<file path="config.mk">
export PLATFORM = sky130hd
export DESIGN_NAME = i2c_apb_arbiter
export DESIGN_NICKNAME = d
export VERILOG_FILES = /design/src/rtl/i2c_apb_pkg.sv /design/src/rtl/i2c_rr_arbiter.sv /design/src/rtl/i2c_apb_arbiter.sv
export SDC_FILE = /design/constraint.sdc
export NUM_CORES = 1
export LEC_CHECK = 0
export CAP_MARGIN = 40
export CELL_PAD_IN_SITES_DETAIL_PLACEMENT = 0
export CELL_PAD_IN_SITES_GLOBAL_PLACEMENT = 2
export CORE_ASPECT_RATIO = 2
export CORE_UTILIZATION = 26
export DETAILED_ROUTE_END_ITERATION = 12
export GPL_TIMING_DRIVEN = 0
export PLACE_DENSITY = 0.79
export SETUP_SLACK_MARGIN = 0.2
export SLEW_MARGIN = 20
export SYNTH_ARGS = -nofsm -noshare
export SYNTH_HDL_FRONTEND = slang
export SYNTH_SLANG_ARGS = --single-unit
export TNS_END_PERCENT = 10
</file>
<file path="constraint.sdc">
create_clock -name pclk_i -period 2.38 [get_ports pclk_i]
set_clock_uncertainty 0.05 [all_clocks]
set_input_delay 0.476 -clock pclk_i [delete_from_list [all_inputs] [get_ports pclk_i]]
set_output_delay 0.476 -clock pclk_i [all_outputs]
set_load 0.005 [all_outputs]
</file>
<file path="src/rtl/i2c_apb_pkg.sv">
// Shared definitions for the APB arbiter in front of the I2C master register block.
package i2c_apb_pkg;

  typedef enum logic [1:0] {
    ST_IDLE   = 2'd0,
    ST_SETUP  = 2'd1,
    ST_ACCESS = 2'd2,
    ST_DONE   = 2'd3
  } apb_state_e;

  // I2C master register map as seen by the requesters
  localparam logic [7:0] I2C_ADDR_PRER_LO = 8'h00;
  localparam logic [7:0] I2C_ADDR_PRER_HI = 8'h01;
  localparam logic [7:0] I2C_ADDR_CTR     = 8'h02;
  localparam logic [7:0] I2C_ADDR_TXR     = 8'h03;
  localparam logic [7:0] I2C_ADDR_CR      = 8'h04;
  localparam logic [7:0] I2C_ADDR_SR      = 8'h05;

endpackage

</file>
<file path="src/rtl/i2c_rr_arbiter.sv">
// Combinational round-robin picker: first set request at or above ptr_i, with wrap.
module i2c_rr_arbiter #(
  parameter int N     = 2,
  parameter int IDX_W = 1
) (
  input  logic [N-1:0]     req_i,
  input  logic [IDX_W-1:0] ptr_i,
  output logic [N-1:0]     gnt_o,
  output logic [IDX_W-1:0] idx_o,
  output logic             vld_o
);

  // Scan from the farthest offset down so the nearest request is assigned last and wins.
  always_comb begin
    gnt_o = '0;
    idx_o = '0;
    vld_o = 1'b0;
    for (int i = N - 1; i >= 0; i--) begin
      if (req_i[(int'(ptr_i) + i) % N]) begin
        gnt_o = '0;
        gnt_o[(int'(ptr_i) + i) % N] = 1'b1;
        idx_o = IDX_W'((int'(ptr_i) + i) % N);
        vld_o = 1'b1;
      end
    end
  end

endmodule

</file>
<file path="src/rtl/i2c_apb_arbiter.sv">
// APB master sharing the I2C register port between NUM_REQ requesters, one transfer per
// round-robin grant, with a PREADY timeout so a stalled slave cannot hang the bus.
module i2c_apb_arbiter
  import i2c_apb_pkg::*;
#(
  parameter int DATA_SIZE = 8,
  parameter int ADDR_SIZE = 8,
  parameter int NUM_REQ   = 2,
  parameter int TIMEOUT   = 255,
  parameter int TO_W      = 8
) (
  input  logic                           pclk_i,
  input  logic                           preset_i,
  input  logic [NUM_REQ-1:0]             req_i,
  input  logic [NUM_REQ*ADDR_SIZE-1:0]   addr_i,
  input  logic [NUM_REQ-1:0]             write_i,
  input  logic [NUM_REQ*DATA_SIZE-1:0]   wdata_i,
  output logic [NUM_REQ-1:0]             done_o,
  output logic                           err_o,
  output logic [DATA_SIZE-1:0]           rdata_o,
  output logic                           busy_o,
  output logic [ADDR_SIZE-1:0]           paddr_o,
  output logic                           pwrite_o,
  output logic                           psel_o,
  output logic                           penable_o,
  output logic [DATA_SIZE-1:0]           pwdata_o,
  input  logic [DATA_SIZE-1:0]           prdata_i,
  input  logic                           pready_i
);

  localparam int IDX_W = (NUM_REQ > 1) ? $clog2(NUM_REQ) : 1;

  apb_state_e           state_q, state_d;
  logic [IDX_W-1:0]     ptr_q, ptr_d, gidx_q, gidx_d;
  logic [NUM_REQ-1:0]   gnt_q, gnt_d, done_q, done_d;
  logic [TO_W-1:0]      cnt_q, cnt_d;
  logic [ADDR_SIZE-1:0] paddr_q, paddr_d;
  logic [DATA_SIZE-1:0] pwdata_q, pwdata_d, rdata_q, rdata_d;
  logic                 pwrite_q, pwrite_d, err_q, err_d;
  logic                 psel_q, psel_d, penable_q, penable_d;

  logic [NUM_REQ-1:0]   arb_gnt;
  logic [IDX_W-1:0]     arb_idx;
  logic                 arb_vld;

  i2c_rr_arbiter #(.N(NUM_REQ), .IDX_W(IDX_W)) u_rr (
    .req_i (req_i),
    .ptr_i (ptr_q),
    .gnt_o (arb_gnt),
    .idx_o (arb_idx),
    .vld_o (arb_vld)
  );

  always_comb begin
    state_d  = state_q;
    ptr_d    = ptr_q;
    gidx_d   = gidx_q;
    gnt_d    = gnt_q;
    cnt_d    = cnt_q;
    paddr_d  = paddr_q;
    pwrite_d = pwrite_q;
    pwdata_d = pwdata_q;
    rdata_d  = rdata_q;
    err_d    = err_q;
    done_d   = '0;
    case (state_q)
      ST_IDLE: begin
        if (arb_vld) begin
          gidx_d   = arb_idx;
          gnt_d    = arb_gnt;
          paddr_d  = addr_i[int'(arb_idx)*ADDR_SIZE +: ADDR_SIZE];
          pwrite_d = write_i[arb_idx];
          pwdata_d = wdata_i[int'(arb_idx)*DATA_SIZE +: DATA_SIZE];
          state_d  = ST_SETUP;
        end
      end
      ST_SETUP: state_d = ST_ACCESS;
      ST_ACCESS: begin
        // A PREADY arriving on the timeout cycle still completes the transfer normally.
        if (pready_i) begin
          rdata_d = pwrite_q ? '0 : prdata_i;
          err_d   = 1'b0;
          state_d = ST_DONE;
        end else begin
          cnt_d = cnt_q + 1'b1;
          if (TIMEOUT != 0 && cnt_d == TO_W'(TIMEOUT)) begin
            rdata_d = '0;
            err_d   = 1'b1;
            state_d = ST_DONE;
          end
        end
        if (state_d == ST_DONE) done_d = gnt_q;
      end
      ST_DONE: begin
        ptr_d   = (int'(gidx_q) == NUM_REQ - 1) ? '0 : gidx_q + 1'b1;
        cnt_d   = '0;
        state_d = ST_IDLE;
      end
      default: state_d = ST_IDLE;
    endcase
    // Strobes come straight from flops so they cannot glitch between states.
    psel_d    = (state_d == ST_SETUP) || (state_d == ST_ACCESS);
    penable_d = (state_d == ST_ACCESS);
  end

  always_ff @(posedge pclk_i or posedge preset_i) begin
    if (preset_i) begin
      state_q   <= ST_IDLE;
      ptr_q     <= '0;
      gidx_q    <= '0;
      gnt_q     <= '0;
      cnt_q     <= '0;
      paddr_q   <= '0;
      pwrite_q  <= 1'b0;
      pwdata_q  <= '0;
      rdata_q   <= '0;
      err_q     <= 1'b0;
      done_q    <= '0;
      psel_q    <= 1'b0;
      penable_q <= 1'b0;
    end else begin
      state_q   <= state_d;
      ptr_q     <= ptr_d;
      gidx_q    <= gidx_d;
      gnt_q     <= gnt_d;
      cnt_q     <= cnt_d;
      paddr_q   <= paddr_d;
      pwrite_q  <= pwrite_d;
      pwdata_q  <= pwdata_d;
      rdata_q   <= rdata_d;
      err_q     <= err_d;
      done_q    <= done_d;
      psel_q    <= psel_d;
      penable_q <= penable_d;
    end
  end

  assign done_o    = done_q;
  assign err_o     = err_q;
  assign rdata_o   = rdata_q;
  assign busy_o    = (state_q != ST_IDLE);
  assign paddr_o   = paddr_q;
  assign pwrite_o  = pwrite_q;
  assign psel_o    = psel_q;
  assign penable_o = penable_q;
  assign pwdata_o  = pwdata_q;

endmodule

</file>
==> results.sh <==
export IMPL_tns_ps=0
export IMPL_cts_path_max_buffers=2
export IMPL_cts_tree="built"
export IMPL_use_met2_pct=26.1
export IMPL_hold_end="pwdata_o[4]"
export IMPL_worstHoldStart="pwdata_o[4]"
export IMPL_critPathKind="reg2reg"
export IMPL_status="complete, no violations"
export IMPL_path_max_fanout=4
export IMPL_viasPerCell=4.55
export IMPL_ys_ff_latch=43
export IMPL_gr_max_usage_layer="met2"
export IMPL_dp_slack_ps=-48.8
export IMPL_dp_hpwl_um=4090
export IMPL_n_antenna_cell=0
export IMPL_start_util_pct=26.9
export IMPL_rrSetupSlack_ps=280
export IMPL_yosysTopAreaCellShare_pct=52.7
export IMPL_fin_util_pct=41.8
export IMPL_row_count=45
export IMPL_synth_ff_type="dfrtp_1"
export IMPL_async_flop_share_pct=100
export IMPL_die_w_um=64.7
export IMPL_grt_pass1_vias=1840
export IMPL_finalSetupViolCount=0
export IMPL_syn_avg_cell_area_um2=10.2
export IMPL_clk_latency_ps=280
export IMPL_p_leak_nw=1.41
export IMPL_synth_area_top_cells="dfrtp_1 53%, mux2i_1 9.3%, o21ai_0 7.4%, nand2_1 5.5%, ha_1 4.3%"
export IMPL_synth_nets=254
export IMPL_gp_congestion=0.732
export IMPL_relSlewSlack_pct=65.6
export IMPL_hold_viol_final=0
export IMPL_grt_pass1_wl_um=8960
export IMPL_hold_depth=2
export IMPL_layout_drive_gt1_share_pct=9.22
export IMPL_r2r_end="psel_o"
export IMPL_die_h_um=127
export IMPL_routed_wirelength_um=5340
export IMPL_drv_cap=0
export IMPL_grt_antenna_before_repair=0
export IMPL_ys_types=30
export IMPL_core_area_mm2=0.00760
export IMPL_area_growth_pct=55.8
export IMPL_crit_start="cnt_q[0]"
export IMPL_synth_cells=200
export IMPL_arrival_ps=2230
export IMPL_cts_htree_levels=2
export IMPL_ir_worst_vdd_mv=0.471
export IMPL_grt_ovfl_total=0
export IMPL_cts_root_buf="clkbuf_16"
export IMPL_synth_edff_count=0
export IMPL_worstHoldPathType="reg2reg"
export IMPL_use_met1_pct=15.4
export IMPL_p_total_w=0.00355
export IMPL_fin_crit_ps=2100
export IMPL_worstPathRequired_ps=2510
export IMPL_first_pass_iters=4
export IMPL_synth_top_area_cell="dfrtp_1"
export IMPL_crit_path_end_kind="flop"
export IMPL_postRouteAntennaNets=0
export IMPL_cts_sinks=43
export IMPL_numCtsBuffers=5
export IMPL_fillers=781
export IMPL_fmax_ghz=0.477
export IMPL_worstReg2RegStart="cnt_q[0]"
export IMPL_rsz0062_at_grt="true"
export IMPL_ys_warn_count=0
export IMPL_worst_setup_path_start_kind="flop"
export IMPL_fin_ws_ps=281
export IMPL_worst_pin_slew_ps=514
export IMPL_io_buffers=77
export IMPL_grt_start_max_net_pins=27
export IMPL_power_density_mw_per_mm2=1120
export IMPL_wl_per_cell_um=13.8
export IMPL_synth_cell_area_mm2=0.00204
export IMPL_clkSlewWorstSetupHoldPaths_ps=60
export IMPL_grt_use_total_pct=14.4
export IMPL_vias=1759
export IMPL_io_pins=78
export IMPL_r2r_cells=8
export IMPL_nets=346
export IMPL_drc_errors=0
export IMPL_use_met3_pct=2.95
export IMPL_slew_viol_final=0
export IMPL_drt_iter0_drc=46
export IMPL_die_area_mm2=0.00823
export IMPL_ys_seq_area_share_pct=52.7
export IMPL_finalCritPeriodShare_pct=88.2
layer usage:
metal | part of all wire (%) | routed length [um]
met1 | 39 | 2070
met2 | 56 | 3010
met3 | 2.4 | 130
met4 | 2.5 | 131
met5 | 0 | 0
sequential cells by signal, indices dropped and copies added, names as in the netlist:
signal / count
state_q: 2
gnt_q: 1
pwdata_o: 8
rdata_o: 8
done_o: 2
err_o: 1
pwrite_o: 1
psel_o: 1
ptr_q: 1
penable_o: 1
gidx_q: 1
paddr_o: 8
cnt_q: 8
critical path, cell delays in order (launching register included):
cell and delay [ps]:
dfrtp_1 400, ha_2 220, and3_4 190, and3_4 200
a221oi_4 260, nand2_2 110, a211o_1 270, ha_1 270
inv_1 30
worst max path at each step:
stage                              to  slack (ps)  depth (start not counted)
final                          psel_o         280                          8
after global routing           busy_o         190                          4
after CTS                      psel_o         180                          8
after detailed placement       psel_o         -50                          7
after global placement    pwdata_o[6]        -160                          2
after floorplan                psel_o         210                          8
final cells by class:
type	count	area, um^2	area share [%]
repair buffers	85	843	26.5
plain buffers	8	36.3	1.14
inverters	9	33.8	1.06
flip-flops and latches	43	1080	33.8
multi-input cells	140	917	28.8
clock buffers	8	156	4.92
well taps	94	118	3.70
where the power goes:
part           total, W  internal [W]  switching (W)
clock          0.000707      0.000446       0.000260
sequential      0.00125       0.00105       0.000195
combinational   0.00160      0.000879       0.000717
total           0.00355       0.00238        0.00117
cell usage after synthesis, drive strengths merged, types with 2 or more instances:
| library cell | n |
|---|---|
| mux2i | 19 |
| clkbuf | 5 |
| a211oi | 2 |
| o21ai | 32 |
| nand3 | 4 |
| nand2 | 30 |
| a22o | 8 |
| buf | 3 |
| xor2 | 3 |
| nand4 | 2 |
| dfrtp | 43 |
| a31oi | 3 |
| and3 | 3 |
| ha | 7 |
| a21oi | 6 |
| nor2 | 12 |
| inv | 9 |
cells by family after synthesis:
logic type / Yosys count / synth area share (%)
compound gates: 55 / 16.4
fa+ha+maj: 7 / 4.29
simple gates: 55 / 12.1
xor+xnor: 3 / 1.29
mux: 20 / 9.87
buf+inv: 17 / 3.43
flops: 43 / 52.7
timing repair:
| action | in CTS | in global routing |
|---|---|---|
| resized for setup | 3 | 1 |
| pin swaps | 1 | 2 |
| gates cloned | 0 | 0 |
| buffers inserted | 3 | 4 |
| setup endpoints to repair | 3 | 4 |
| hold buffers | 0 | 0 |
stage by stage:
step                      hold slack (ps)  cell area (um^2)  instances
final                                 428              3180        387
after global placement                411              2930        371
after floorplan                       393              2040        200
after global routing                  457              3180        387
after detailed placement              421              2950        372
after CTS                             434              3150        383
cell usage in the layout (no fill, tap or decap), types with 2 or more instances in the layout:
| cell type | Yosys | final |
|---|---|---|
| nand4_1 | 2 | 2 |
| o21ai_1 | 2 | 2 |
| xor2_1 | 3 | 3 |
| clkbuf_1 | 5 | 6 |
| buf_4 | 1 | 8 |
| dfrtp_1 | 43 | 43 |
| clkbuf_8 | 0 | 2 |
| a21oi_1 | 6 | 6 |
| nand2_1 | 30 | 29 |
| clkbuf_16 | 0 | 5 |
| buf_2 | 2 | 2 |
| a22o_1 | 8 | 8 |
| inv_1 | 9 | 8 |
| nand3_1 | 3 | 3 |
| a211oi_1 | 2 | 2 |
| a31oi_1 | 3 | 3 |
| clkdlybuf4s50_1 | 0 | 77 |
| nor2_1 | 12 | 12 |
| mux2i_1 | 19 | 19 |
| o21ai_0 | 30 | 30 |
| ha_1 | 7 | 6 |
| and3_4 | 1 | 2 |
(Power assumes the default switching activity.)
